[src/rtl/vga_hvsync_generator.sv]
// vga_hvsync_generator
// Free-running 640x480@60Hz raster timing generator. hpos/vpos count the
// raster, hsync/vsync are registered range compares of the current counters
// (one clock behind them), display_on marks the visible area with no latency.
// Build option: define HVSYNC_POSITIVE_POLARITY_EN for active-high sync
// pulses (reset value 0); the default build drives active-low sync
// (reset value 1). Counters and display_on are the same in both builds.

module vga_hvsync_generator #(
    parameter int H_DISPLAY = 640,
    parameter int H_FRONT   = 16,
    parameter int H_SYNC    = 96,
    parameter int H_BACK    = 48,
    parameter int V_DISPLAY = 480,
    parameter int V_BOTTOM  = 10,
    parameter int V_SYNC    = 2,
    parameter int V_TOP     = 33
) (
    input  logic       clk,
    input  logic       reset,
    output logic       hsync,
    output logic       vsync,
    output logic       display_on,
    output logic [9:0] hpos,
    output logic [9:0] vpos
);

    localparam logic [9:0] H_DISP_C       = 10'(H_DISPLAY);
    localparam logic [9:0] H_MAX_C        = 10'(H_DISPLAY + H_FRONT + H_SYNC + H_BACK - 1);
    localparam logic [9:0] H_SYNC_START_C = 10'(H_DISPLAY + H_FRONT);
    localparam logic [9:0] H_SYNC_END_C   = 10'(H_DISPLAY + H_FRONT + H_SYNC - 1);
    localparam logic [9:0] V_DISP_C       = 10'(V_DISPLAY);
    localparam logic [9:0] V_MAX_C        = 10'(V_DISPLAY + V_BOTTOM + V_SYNC + V_TOP - 1);
    localparam logic [9:0] V_SYNC_START_C = 10'(V_DISPLAY + V_BOTTOM);
    localparam logic [9:0] V_SYNC_END_C   = 10'(V_DISPLAY + V_BOTTOM + V_SYNC - 1);

`ifdef HVSYNC_POSITIVE_POLARITY_EN
    localparam logic SYNC_ACTIVE = 1'b1;
`else
    localparam logic SYNC_ACTIVE = 1'b0;
`endif

    // Visible-area flag for the counter state right after reset (0,0).
    localparam logic DISPLAY_RST = (H_DISPLAY > 0) && (V_DISPLAY > 0);

    logic [9:0] hpos_r;
    logic [9:0] vpos_r;
    logic       hsync_r;
    logic       vsync_r;
    logic       display_on_r;

    logic       h_wrap_s;
    logic [9:0] hpos_next_s;
    logic [9:0] vpos_next_s;
    logic       hsync_next_s;
    logic       vsync_next_s;
    logic       display_on_next_s;

    // Next-state raster counters: hpos wraps at H_MAX, vpos steps only on that wrap.
    always_comb begin
        h_wrap_s    = (hpos_r == H_MAX_C);
        hpos_next_s = hpos_r;
        vpos_next_s = vpos_r;
        if (h_wrap_s) begin
            hpos_next_s = 10'd0;
            if (vpos_r == V_MAX_C) begin
                vpos_next_s = 10'd0;
            end else begin
                vpos_next_s = vpos_r + 10'd1;
            end
        end else begin
            hpos_next_s = hpos_r + 10'd1;
            vpos_next_s = vpos_r;
        end
    end

    // Sync levels are range compares on the current counters, so the
    // registered pulses trail the counters by one clock.
    always_comb begin
        hsync_next_s = ~SYNC_ACTIVE;
        vsync_next_s = ~SYNC_ACTIVE;
        if ((hpos_r >= H_SYNC_START_C) && (hpos_r <= H_SYNC_END_C)) begin
            hsync_next_s = SYNC_ACTIVE;
        end else begin
            hsync_next_s = ~SYNC_ACTIVE;
        end
        if ((vpos_r >= V_SYNC_START_C) && (vpos_r <= V_SYNC_END_C)) begin
            vsync_next_s = SYNC_ACTIVE;
        end else begin
            vsync_next_s = ~SYNC_ACTIVE;
        end
    end

    // display_on is evaluated on the next counter values and registered
    // alongside them, so it lines up with hpos/vpos with zero latency.
    always_comb begin
        display_on_next_s = 1'b0;
        if ((hpos_next_s < H_DISP_C) && (vpos_next_s < V_DISP_C)) begin
            display_on_next_s = 1'b1;
        end else begin
            display_on_next_s = 1'b0;
        end
    end

    // State update; reset overrides counting on every cycle.
    always_ff @(posedge clk) begin
        if (reset) begin
            hpos_r       <= 10'd0;
            vpos_r       <= 10'd0;
            hsync_r      <= ~SYNC_ACTIVE;
            vsync_r      <= ~SYNC_ACTIVE;
            display_on_r <= DISPLAY_RST;
        end else begin
            hpos_r       <= hpos_next_s;
            vpos_r       <= vpos_next_s;
            hsync_r      <= hsync_next_s;
            vsync_r      <= vsync_next_s;
            display_on_r <= display_on_next_s;
        end
    end

    assign hpos       = hpos_r;
    assign vpos       = vpos_r;
    assign hsync      = hsync_r;
    assign vsync      = vsync_r;
    assign display_on = display_on_r;

endmodule

[config.mk]
export PLATFORM = sky130hd
export DESIGN_NAME = vga_hvsync_generator
export DESIGN_NICKNAME = d
export VERILOG_FILES = /design/src/rtl/vga_hvsync_generator.sv
export SDC_FILE = /design/constraint.sdc
export NUM_CORES = 1
export LEC_CHECK = 0
export CORE_AREA = 2 2 52 54
export DETAILED_ROUTE_END_ITERATION = 6
export DIE_AREA = 0 0 54 56
export PLACE_DENSITY = 0.82
export RECOVER_POWER = 25
export SKIP_CTS_REPAIR_TIMING = 1
export SYNTH_ARGS = -nofsm -noshare
export SYNTH_HDL_FRONTEND = slang
export SYNTH_SLANG_ARGS = --single-unit
[constraint.sdc]
create_clock -name clk -period 4 [get_ports clk]
set_input_delay 0.8 -clock clk [delete_from_list [all_inputs] [get_ports clk]]
set_output_delay 0.8 -clock clk [all_outputs]
set_load 0.005 [all_outputs]
==> results by group <==
Status
  – Status: finished, final reports clean

Floorplan
  – IO Pins: 25
  – Starting Density: 53.7%
  – Die area: 3020 sq um
  – Die span in y: 56 microns
  – Row count: 18
  – Die X: 54 microns
  – Total core area: 2430 sq um

Worst setup path
  – CP bufs+invs: 1
  – CP Data Arrival Time: 1.49 ns
  – Maximum fanout along the worst path: 12
  – Critical path's top delay family: flip-flops
  – Worst path max stage delay: 0.59 ns
  – CP Capture Type: primary output
  – Req. time, crit path: 3.20 ns
  – Crit Path Category: flip-flop to primary output
  – Slowest-stage cell, CP: dfxtp_1
  – Startpoint types: flip-flop
  – Worst path cell trace: clkdlybuf4s50_1

Min path
  – Worst min path class: flip-flop to flip-flop

Route
  – Wl on met1: 1360 microns
  – Vias per cell: 5.71
  – Met3 Wirelength: 142 microns
  – Initial DRT Pass Iterations: 4
  – DRC violations left: 0
  – Detail Route Antenna Nets: 0
  – Final WL: 2890 microns
  – WL/cell: 14.1 microns
  – Met2 wire len: 1350 microns
  – Max layer used: met4
  – Initial DRC count: 40
  – Via Count: 1171

STA
  – RSZ-0062 raised after global routing: false
  – Crit share post-route: 57.3%
  – Clock Skew: 0.00864 ns
  – TNS Setup: 0 ns
  – Worst Tran Pin Value: 0.579 ns
  – Final setup fails: 0
  – Pins Over Slew Limit: 0
  – Max-slew headroom: 61.0%
  – F_max: 0.436 GHz
  – Tmin final: 2.29 ns
  – Final Hold Viols: 0

Final layout
  – Post-route cell area: 1550 sq um
  – Area growth from synthesis to layout: 18.6%
  – Layout cells sized above 1: 7.43%
  – Final nets: 183
  – Ant. Diodes: 0
  – Post-Route Utilization: 63.6%

Yosys
  – Avg Synthesized Cell Area: 8.47 sq um
  – Synth cell types: 39
  – Yosys warns: 0
  – Register area share after synthesis: 35.3%
  – Yosys reg bits: 23
  – Area of the mapped netlist: 1310 sq um
  – Post-Syn Nets: 161
  – Syn Inst Count: 154

Clock network
  – Number of buffers created by CTS: 3
  – Worst-Skew Late Latency: 0.33 ns
  – Reg clk slew, reported paths: 0.13 ns
  – Max clock buf depth: 2
  – Clock root cell: clkbuf_4
  – H-tree Lvls: 1
  – CTS tree: yes
  – CTS Sinks: 23

Job
  – Max-Cap Viols: 0

Global route
  – Largest net degree at the start of global routing: 13
  – Initial antenna violation count: 0
  – GRT Total Usage: 21.6%
  – Total grt overflow: 0
  – Vias in the first global route: 1061
  – First-pass GRT wire length: 4960 microns

Placement
  – Placed Area: 1540 sq um
  – GP Congestion: 0.820
  – Hpwl dp: 2140 microns
  – PortBufs: 24

Pwr
  – Leak Pwr: 0.502 nW
  – Tot Pwr: 0.000365 W
  – Max IR drop VDD: 0.000189 V
  – Cell Pwr Density: 236 nW/um^2
[layout by cell type (no fill, tap or decap)]
| cell type | n |
|---|---|
| ha_1 | 5 |
| nor4_1 | 2 |
| o21ai_0 | 1 |
| a21o_1 | 1 |
| nor4b_1 | 1 |
| a22o_2 | 1 |
| xnor2_1 | 9 |
| mux2i_1 | 1 |
| o31ai_4 | 1 |
| nor4b_4 | 1 |
| clkbuf_1 | 1 |
| xor2_1 | 6 |
| or3_2 | 1 |
| clkbuf_4 | 3 |
| nand3_1 | 11 |
| nand2_1 | 10 |
| a31o_2 | 1 |
| inv_1 | 10 |
| and4_1 | 4 |
| and3_1 | 1 |
| and2_1 | 1 |
| a21oi_1 | 2 |
| and3_2 | 2 |
| o22ai_1 | 2 |
| a31oi_1 | 4 |
| clkdlybuf4s50_1 | 23 |
| dlygate4sd3_1 | 1 |
| a21oi_2 | 1 |
| nor3_1 | 6 |
| nand4_1 | 6 |
| nor2_1 | 26 |
| nand4bb_1 | 1 |
| or2_2 | 1 |
| dfxtp_1 | 23 |
| and4_2 | 1 |
| nor2b_1 | 1 |
| a311oi_1 | 2 |
| nand4b_1 | 1 |
[power breakdown]
group          internal [W]  switching (W)  total [W]  leakage, nW
clock network     0.0000391      0.0000737   0.000113       0.0150
registers          0.000232     0.00000383   0.000235        0.186
logic            0.00000823     0.00000798  0.0000162        0.301
total              0.000279      0.0000855   0.000365        0.502
[layer usage]
layer,track usage (%),vias up
met2,32.4,35
met1,30.3,557
met4,7.50,0
met3,4.03,4
met5,0,-
li1,-,575
[cell type report]
type / count / area [sq um]
tap: 30 / 37.5
timing repair buffer: 24 / 240
clock buffer: 4 / 26.3
sequential: 23 / 460
fill: 205 / 885
inverter: 10 / 37.5
multi-input combinational: 114 / 746
[Yosys cell counts (all sizes together)]
library cell | n | share of area, %
nand4 | 6 | 4.0
buf | 5 | 3.0
nand4bb | 1 | 0.86
nand2 | 10 | 2.9
o22ai | 2 | 0.96
xor2 | 6 | 4.0
nor4 | 2 | 0.96
ha | 5 | 4.8
o21ai | 1 | 0.38
or2 | 1 | 0.48
a21oi | 3 | 1.4
a22o | 1 | 0.77
o31ai | 1 | 1.6
nor2 | 26 | 7.5
and2 | 1 | 0.48
mux2i | 1 | 0.77
clkbuf | 2 | 0.58
and3 | 3 | 1.6
nand3 | 11 | 4.2
a311oi | 2 | 1.3
nand4b | 1 | 0.67
dfxtp | 23 | 35
nor2b | 1 | 0.48
inv | 10 | 2.9
nor4b | 2 | 2.5
or3 | 1 | 0.58
and4 | 5 | 3.5
xnor2 | 9 | 6.0
a21o | 1 | 0.58
a31o | 1 | 0.67
a31oi | 4 | 1.9
nor3 | 6 | 2.3
[registers in the layout, indices dropped and copies added (netlist names)]
name,count
vsync,1
vpos,10
display_on,1
hsync,1
hpos,10
[kinds of logic (layout without fill, tap and decap cells)]
kind of cell	count (synthesis)	after routing	share of synthesized area, %
compound gates	16	16	9.68
buf+inv	17	38	6.42
simple gates	77	77	33.0
xor+xnor	15	15	10.1
mux	1	1	0.767
fa+ha+maj	5	5	4.79
flops	23	23	35.3
[per-stage QoR]
step                      instances  hold slack, ns  setup slack, ns
after global routing            205           0.555             1.59
after global placement          201           0.470             1.90
after CTS                       205           0.529             1.65
after detailed placement        201           0.509             1.81
after floorplan                 154           0.455             2.24
final                           205           0.528             1.71
[path summary, 6_finish.rpt]
| check | from | to | slack, ns | cells past startpoint |
|---|---|---|---|---|
| max | hpos[4] | hpos[4] | 1.71 | 1 |
| max reg2reg | hpos[0] | display_on | 1.77 | 6 |
| min | vpos[3] | vsync | 0.53 | 1 |
| min reg2reg | vpos[3] | vsync | 0.53 | 1 |
No activity file was read; power rests on OpenSTA's default activity.
